$ cat config.mk
export PLATFORM = sky130hd
export DESIGN_NAME = spi_ram_ctrl
export DESIGN_NICKNAME = d
export VERILOG_FILES = /design/src/rtl/spi_ram_pkg.sv /design/src/rtl/ram_sp_array.sv /design/src/rtl/spi_ram_ctrl.sv
export SDC_FILE = /design/constraint.sdc
export NUM_CORES = 2
export LEC_CHECK = 0
export BUFFER_PORTS_ARGS = -buffer_cell sky130_fd_sc_hd__buf_2
export CORE_ASPECT_RATIO = 1.5
export CORE_UTILIZATION = 60
export DETAILED_ROUTE_END_ITERATION = 7
export PLACE_DENSITY = 0.77
export SETUP_SLACK_MARGIN = 0.5
export SLEW_MARGIN = 25
export SYNTH_ARGS = -nofsm -noshare
export SYNTH_HDL_FRONTEND = slang
export SYNTH_SLANG_ARGS = --single-unit
$ cat constraint.sdc
create_clock -name clk -period 5.63 [get_ports clk]
set_input_delay 1.126 -clock clk [delete_from_list [all_inputs] [get_ports clk]]
set_output_delay 1.126 -clock clk [all_outputs]
set_load 0.03 [all_outputs]
$ cat src/rtl/spi_ram_pkg.sv
// Shared definitions for the SPI-attached command RAM: word widths,
// opcode encoding carried in din[9:8], and control FSM states.
package spi_ram_pkg;

  localparam int CMD_W  = 10;
  localparam int DATA_W = 8;

  typedef enum logic [1:0] {
    OP_WR_ADDR = 2'b00,
    OP_WR_DATA = 2'b01,
    OP_RD_ADDR = 2'b10,
    OP_RD_DATA = 2'b11
  } opcode_e;

  typedef enum logic {
    ST_IDLE = 1'b0,
    ST_RESP = 1'b1
  } state_e;

endpackage

$ cat src/rtl/ram_sp_array.sv
// Single-port synchronous RAM: one shared address for read and write,
// registered read data, no reset on the storage so it maps to block RAM.
module ram_sp_array #(
  parameter int DEPTH  = 256,
  parameter int ADDR_W = 8,
  parameter int DATA_W = 8
) (
  input  logic              clk,
  input  logic              we,
  input  logic [ADDR_W-1:0] addr,
  input  logic [DATA_W-1:0] wdata,
  output logic [DATA_W-1:0] rdata
);

  logic [DATA_W-1:0] mem [DEPTH];

  // Synchronous write and registered read on the shared port.
  // NOTE: the array has no reset; adding one would prevent block-RAM
  // inference and contents are allowed to be undefined after power-up.
  always_ff @(posedge clk) begin
    if (we) begin
      mem[addr] <= wdata;
    end
    rdata <= mem[addr];
  end

endmodule

$ cat src/rtl/spi_ram_ctrl.sv
// Command-decoding RAM behind an SPI slave. Each accepted 10-bit word is
// registered, then decoded one cycle later into a pointer update, a memory
// write, or a read response (dout + one-cycle tx_valid).
module spi_ram_ctrl
  import spi_ram_pkg::*;
#(
  parameter int MEM_DEPTH = 256,
  parameter int ADDR_SIZE = 8,
  parameter int AUTO_INC  = 0
) (
  input  logic              clk,
  input  logic              rst_n,
  input  logic [CMD_W-1:0]  din,
  input  logic              rx_valid,
  output logic [DATA_W-1:0] dout,
  output logic              tx_valid,
  output logic              addr_err
);

  logic                 rx_valid_q;
  logic                 accept;
  logic                 rd_req;
  logic                 cmd_vld_q;
  opcode_e              cmd_op_q;
  logic [DATA_W-1:0]    cmd_pay_q;
  logic [ADDR_SIZE-1:0] wr_ptr;
  logic [ADDR_SIZE-1:0] rd_ptr;
  logic [ADDR_SIZE-1:0] ram_addr;
  logic                 ram_we;
  logic [DATA_W-1:0]    ram_rdata;
  logic                 rd_cmd;
  state_e               state_q;
  state_e               state_d;

  function automatic logic in_range(input logic [ADDR_SIZE-1:0] p);
    return 32'(p) < MEM_DEPTH;
  endfunction

  function automatic logic [ADDR_SIZE-1:0] next_ptr(input logic [ADDR_SIZE-1:0] p);
    return (32'(p) == MEM_DEPTH - 1) ? '0 : p + ADDR_SIZE'(1);
  endfunction

  // Rising edge of rx_valid accepts exactly one command per assertion.
  assign accept = rx_valid & ~rx_valid_q;

  // A read is launched on the accept edge itself so the registered RAM
  // output is ready when the command is decoded one cycle later. A write
  // happens on the decode edge; the two can never share a cycle because
  // accepts are at least two cycles apart.
  assign rd_req   = accept && (opcode_e'(din[9:8]) == OP_RD_DATA);
  assign ram_addr = rd_req ? rd_ptr : wr_ptr;
  assign ram_we   = cmd_vld_q && (cmd_op_q == OP_WR_DATA) && in_range(wr_ptr);
  assign rd_cmd   = cmd_vld_q && (cmd_op_q == OP_RD_DATA);

  ram_sp_array #(
    .DEPTH  (MEM_DEPTH),
    .ADDR_W (ADDR_SIZE),
    .DATA_W (DATA_W)
  ) u_ram (
    .clk   (clk),
    .we    (ram_we),
    .addr  (ram_addr),
    .wdata (cmd_pay_q),
    .rdata (ram_rdata)
  );

  // Edge detect, command register, pointer update, range check and read data.
  always_ff @(posedge clk or negedge rst_n) begin
    if (!rst_n) begin
      rx_valid_q <= 1'b0;
      cmd_vld_q  <= 1'b0;
      cmd_op_q   <= OP_WR_ADDR;
      cmd_pay_q  <= '0;
      wr_ptr     <= '0;
      rd_ptr     <= '0;
      dout       <= '0;
      addr_err   <= 1'b0;
    end else begin
      rx_valid_q <= rx_valid;
      cmd_vld_q  <= accept;
      if (accept) begin
        cmd_op_q  <= opcode_e'(din[9:8]);
        cmd_pay_q <= din[7:0];
      end
      if (cmd_vld_q) begin
        case (cmd_op_q)
          OP_WR_ADDR: wr_ptr <= cmd_pay_q;
          OP_WR_DATA: begin
            if (!in_range(wr_ptr)) addr_err <= 1'b1;
            if (AUTO_INC != 0)     wr_ptr   <= next_ptr(wr_ptr);
          end
          OP_RD_ADDR: rd_ptr <= cmd_pay_q;
          OP_RD_DATA: begin
            if (in_range(rd_ptr)) begin
              dout <= ram_rdata;
            end else begin
              dout     <= '0;
              addr_err <= 1'b1;
            end
            if (AUTO_INC != 0) rd_ptr <= next_ptr(rd_ptr);
          end
          default: ;
        endcase
      end
    end
  end

  // Control FSM state register.
  always_ff @(posedge clk or negedge rst_n) begin
    if (!rst_n) begin
      state_q <= ST_IDLE;
    end else begin
      state_q <= state_d;
    end
  end

  // Next state and response strobe; any decoded read enters RESP.
  // NOTE: combinational logic uses blocking assignments, and every output
  // gets a default first so no path leaves a latch behind.
  always_comb begin
    state_d  = ST_IDLE;
    tx_valid = 1'b0;
    case (state_q)
      ST_IDLE: if (rd_cmd) state_d = ST_RESP;
      ST_RESP: begin
        tx_valid = 1'b1;
        if (rd_cmd) state_d = ST_RESP;
      end
      default: state_d = ST_IDLE;
    endcase
  end

endmodule

* Yosys cells after proc, flatten, opt, wreduce, memory -nomap -nowiden
Memory sizes are Yosys's and may differ from the RTL's. A register that Yosys moved wholly into a read port is not among the register bits. Index checks and enable logic that the tools add are counted.
Word-level totals: bits in registers 37, bits in writable memories 2048, input bits 13, output and inout bits 10, word-level logic and storage cells 27, memories kept 1
Operators by class: equality and inequality tests 4, muxes and demuxes 5, bitwise logic cells 2, reductions and logical operators 7
Memory list:
- u_ram.mem | depth 256, width 8, read ports 1, clocked after Yosys merged registers in 1, write ports 1, line ram_sp_array.sv:15 | logic [DATA_W-1:0] mem [DEPTH];
Operators with widths (count):
- two-way mux 8 bit | 1
- equality test 2 bit (second input constant) | 3
- AND reduction 2 bit | 3
- two-way mux 1 bit | 4
- logical AND 1 bit | 3
- equality test 2 x 1 -> 1 bit (second input constant) | 1
- zero test 2 bit | 1
- bitwise AND 1 bit | 1
- NOT 1 bit | 1

* Logic depth before layout (Yosys ltp)
word-level depth 4, gate-level depth with buffers 13, gate-level depth less buffers 9

* Hierarchy
From an unflattened synthesis, not the netlist that was laid out.
Second synthesis, totals: cell total of the unflattened synthesis 3638, area total of the unflattened synthesis 79985.5 um2
Modules (own cells, without submodules):
- ram_sp_array | instances 1, cells an instance 3547, area an instance 78492.8 um2, seq. area each 61659.1 um2
- spi_ram_ctrl | instances 1, cells an instance 91, area an instance 1492.7 um2, seq. area each 925.9 um2

* Least setup slack after synthesis
No wires, ideal clock.
kind reg2reg, from register cmd_pay_q[0], to memory u_ram.mem[0][0], data pin, setup time 0.807 ns, arrival 3.202 ns, data required time 4.823 ns, path slack 1.621 ns, cell stages (with the launch flop) 1, path buffers 0, period minus slack after synthesis 4.009 ns, cells stage by stage dfrtp_1
RTL lines:
- start: declaration | line spi_ram_ctrl.sv:25 | logic [DATA_W-1:0] cmd_pay_q;
- start signal: assignment | line spi_ram_ctrl.sv:83 | cmd_pay_q <= din[7:0];
- end: declaration | line ram_sp_array.sv:15
Straight into the memory's write port.

* Worst setup path after layout
from input port rx_valid, to register u_ram.rdata[5] (read register of u_ram.mem)
Between the ends: word-level cells in the longest chain between the ends 3
Ends and longest elaborated chain:
- start: declaration | line spi_ram_ctrl.sv:14 | input logic rx_valid,
- bitwise AND 1 bit | line spi_ram_ctrl.sv:44 | assign accept = rx_valid & ~rx_valid_q;
- logical AND 1 bit | line spi_ram_ctrl.sv:50 | assign rd_req = accept && (opcode_e'(din[9:8]) == OP_RD_DATA);
- two-way mux 8 bit | line spi_ram_ctrl.sv:51 | assign ram_addr = rd_req ? rd_ptr : wr_ptr;
- end: declaration | line ram_sp_array.sv:12 | output logic [DATA_W-1:0] rdata
No other way between the ends. A chain may end at the register's enable or synchronous reset.

==> results.py <==
metrics = {
    "setup_path": {
        "r2r-start": "rx_valid_q",
        "reg2reg_slack_ns": 0.94,
        "cp.required_ns": 6.32,
        "cp-startpoint": "rx_valid",
        "crit_fanout": 58,
        "start_kind": "input port",
        "endpoint": "u_ram.rdata[5]",
        "r2r_cells": 10,
        "setup.worst_path.class": "input port to flop",
        "r2r-end": "u_ram.rdata[5]",
        "arrival_ns": 5.42,
        "cp-end-kind": "flop",
    },
    "clock_tree": {
        "cts-root-buf": "clkbuf_16",
        "cts_tree": "yes",
        "clkTransAtPathRegs_ns": 0.07,
        "cts_setup_buffers": 0,
        "clock-sinks": 2093,
        "htree_levels": 4,
        "cts_max_path_buffers": 3,
        "cts_inserted_buffers": 179,
        "cts_hold_buf": 0,
        "insertion_delay_ns": 0.85,
        "cts.repair.resized": 0,
    },
    "pwr": {
        "vdd_drop_max_mv": 0.4949,
        "p_leak_uw": 0.02958,
        "p_per_area_mw_per_mm2": 469.7,
    },
    "layout": {
        "drive_gt1_frac": 0.09272,
        "layout_common_cells": "edfxtp_1 (2,048), nand2_1 (1,725), nand3_1 (629)",
        "stdcell_count": 7925,
        "nets": 6028,
        "final_common_cell": "edfxtp_1",
        "area.growth.synth_to_final_pct": 10.15,
    },
    "synth": {
        "async_reset_ff_frac": 0.01768,
        "yosysWarnings": 0,
        "ys_seq_area_frac": 0.7628,
        "synth_cell_type_count": 57,
        "netlist_area_mm2": 0.08204,
        "ys_top_cells_by_area": "edfxtp_1 (75%), nand2_1 (7.9%), nand3_1 (3.8%)",
        "syn_inst": 6012,
        "syn_nets": 6025,
        "synth-seq-cells": 2093,
        "synth_top_cell_area_share": 0.7496,
        "synth_largest_area_cell": "edfxtp_1",
        "synth_edf_count": 2048,
        "synth_area_per_cell_um2": 13.65,
        "ys.flop_type": "edfxtp_1",
    },
    "detailed_routing": {
        "first_pass_iters": 8,
        "drt.antenna.violating_nets": 0,
        "dr.first_iter.drc_count": 7192,
        "via_count": 52400,
        "totalWireLength_mm": 224.1,
        "drc": 2,
        "wl_per_cell_um": 28.27,
        "routed_via_density": 6.612,
    },
    "placed_design": {
        "place.gp.congestion": 0.9285,
        "placedCellCount": 7587,
        "hpwl_mm": 134.8,
        "numPortBuffers": 21,
    },
    "status": {
        "outcome": "finished, violations left",
        "violations": "design-rule violations",
    },
    "floorplanning": {
        "dieHeight_um": 454.9,
        "start_util": 0.6067,
        "die_x_um": 303.9,
        "ios": 23,
        "coreArea_mm2": 0.1352,
        "rows": 165,
        "die-area_mm2": 0.1382,
    },
    "sta": {
        "period_needed_ns": 4.721,
        "setup_viol": 0,
        "tightest_slew_ns": 1.171,
        "period_share": 0.8386,
        "slew_violations": 0,
        "skew_ns": 0.04015,
        "rsz0062_at_grt": "false",
        "max_clock_freq_mhz": 211.8,
        "slew-limit-headroom": 0.2137,
        "hold_violations": 0,
        "tns_ns": 0,
    },
    "grt": {
        "grt_usage": 0.3234,
        "grt_pass1_vias": 50470,
        "antenna_found_initial": 4,
        "overflow": 0,
        "grt_max_degree": 192,
        "grt_pass1_wl_mm": 326.7,
    },
    "min_path": {
        "hold_class": "input port to asynchronous set/reset pin",
    },
    "flow_run": {
        "drv_cap": 0,
    },
}
-- Yosys cell counts, drive strengths merged (44+ instances only) --
cell type	n
o2111ai	44
edfxtp	2048
clkbuf	145
buf	235
o21ai	76
nand3	629
mux2i	64
a32oi	53
a21oi	102
nand2	1725
a31oi	179
nand4	178
nor2	294
-- how the worst min path moves through the flow --
stage,from,end,slack (ns),cells past startpoint
global route,rx_valid,rx_valid_q,0.42,1
detailed placement,dout[2],dout[2],0.50,1
floorplan,u_ram.rdata[0],dout[0],0.44,1
finish,rst_n,dout[6],0.38,1
global placement,dout[2],dout[2],0.49,1
CTS,rst_n,dout[6],0.39,1
-- cells by family after synthesis --
| kind of cell | after synthesis | share of synthesized area |
|---|---|---|
| simple gates | 2883 | 0.1494 |
| flops | 2093 | 0.7628 |
| compound gates | 512 | 0.04104 |
| buf+inv | 383 | 0.02321 |
| mux | 140 | 0.02344 |
| other cells | 1 | 0.00004571 |
-- final cells by class --
cell class | count | area (um2)
Inverter | 3 | 11.26
Tap cell | 1753 | 2193
Antenna cell | 3 | 7.507
Fill cell | 8780 | 44860
Timing Repair Buffer | 202 | 1977
Clock buffer | 230 | 4910
Multi-Input combinational cell | 3536 | 17640
Sequential cell | 2093 | 62620
Clock inverter | 105 | 1008
-- per-stage QoR --
step	total power, uW	hold slack [ns]	util	cell area (um2)	worst slack [ns]
2_1_floorplan	25590	0.4401	-	82040	1.621
3_3_place_gp	29660	0.4923	0.6244	84440	0.2677
3_5_place_dp	29910	0.5047	0.6244	84440	0.2769
4_1_cts	42170	0.3865	0.6682	90360	1.139
5_1_grt	43550	0.4170	0.6682	90360	1.084
6_report	42440	0.3827	0.6683	90370	0.9085
-- flip-flops by register name, indices dropped and copies added, names as in the netlist --
register,cells
u_ram.rdata,8
cmd_op_q,2
rd_ptr,8
rx_valid_q,1
state_q,1
u_ram.mem,2048
cmd_vld_q,1
cmd_pay_q,8
dout,8
wr_ptr,8
-- metal layers --
metal,part of all wire,up-vias,GRT usage
met4,0.084,4,0.2364
li1,-,22240,-
met5,0.00012,-,0
met1,0.33,25680,0.3778
met3,0.099,848,0.06136
met2,0.49,3627,0.5397
-- critical path, stage by stage --
cell and delay, ns:
buf_2 0.12, nand4b_1 0.19, buf_4 0.38, mux2_8 0.65, nor2_4 0.24, buf_12 0.26
buf_4 0.47, a32oi_1 0.19, a311oi_1 1.04, nand4_1 0.36, nand4b_1 0.28
-- report_power, final --
part	total (uW)	internal [uW]	leakage, uW	switching (uW)
Sequential	18100	17700	0.0189	367
Combinational	11800	3080	0.00776	8740
Clock	12500	6960	0.00290	5550
(Power assumes the default switching activity.)
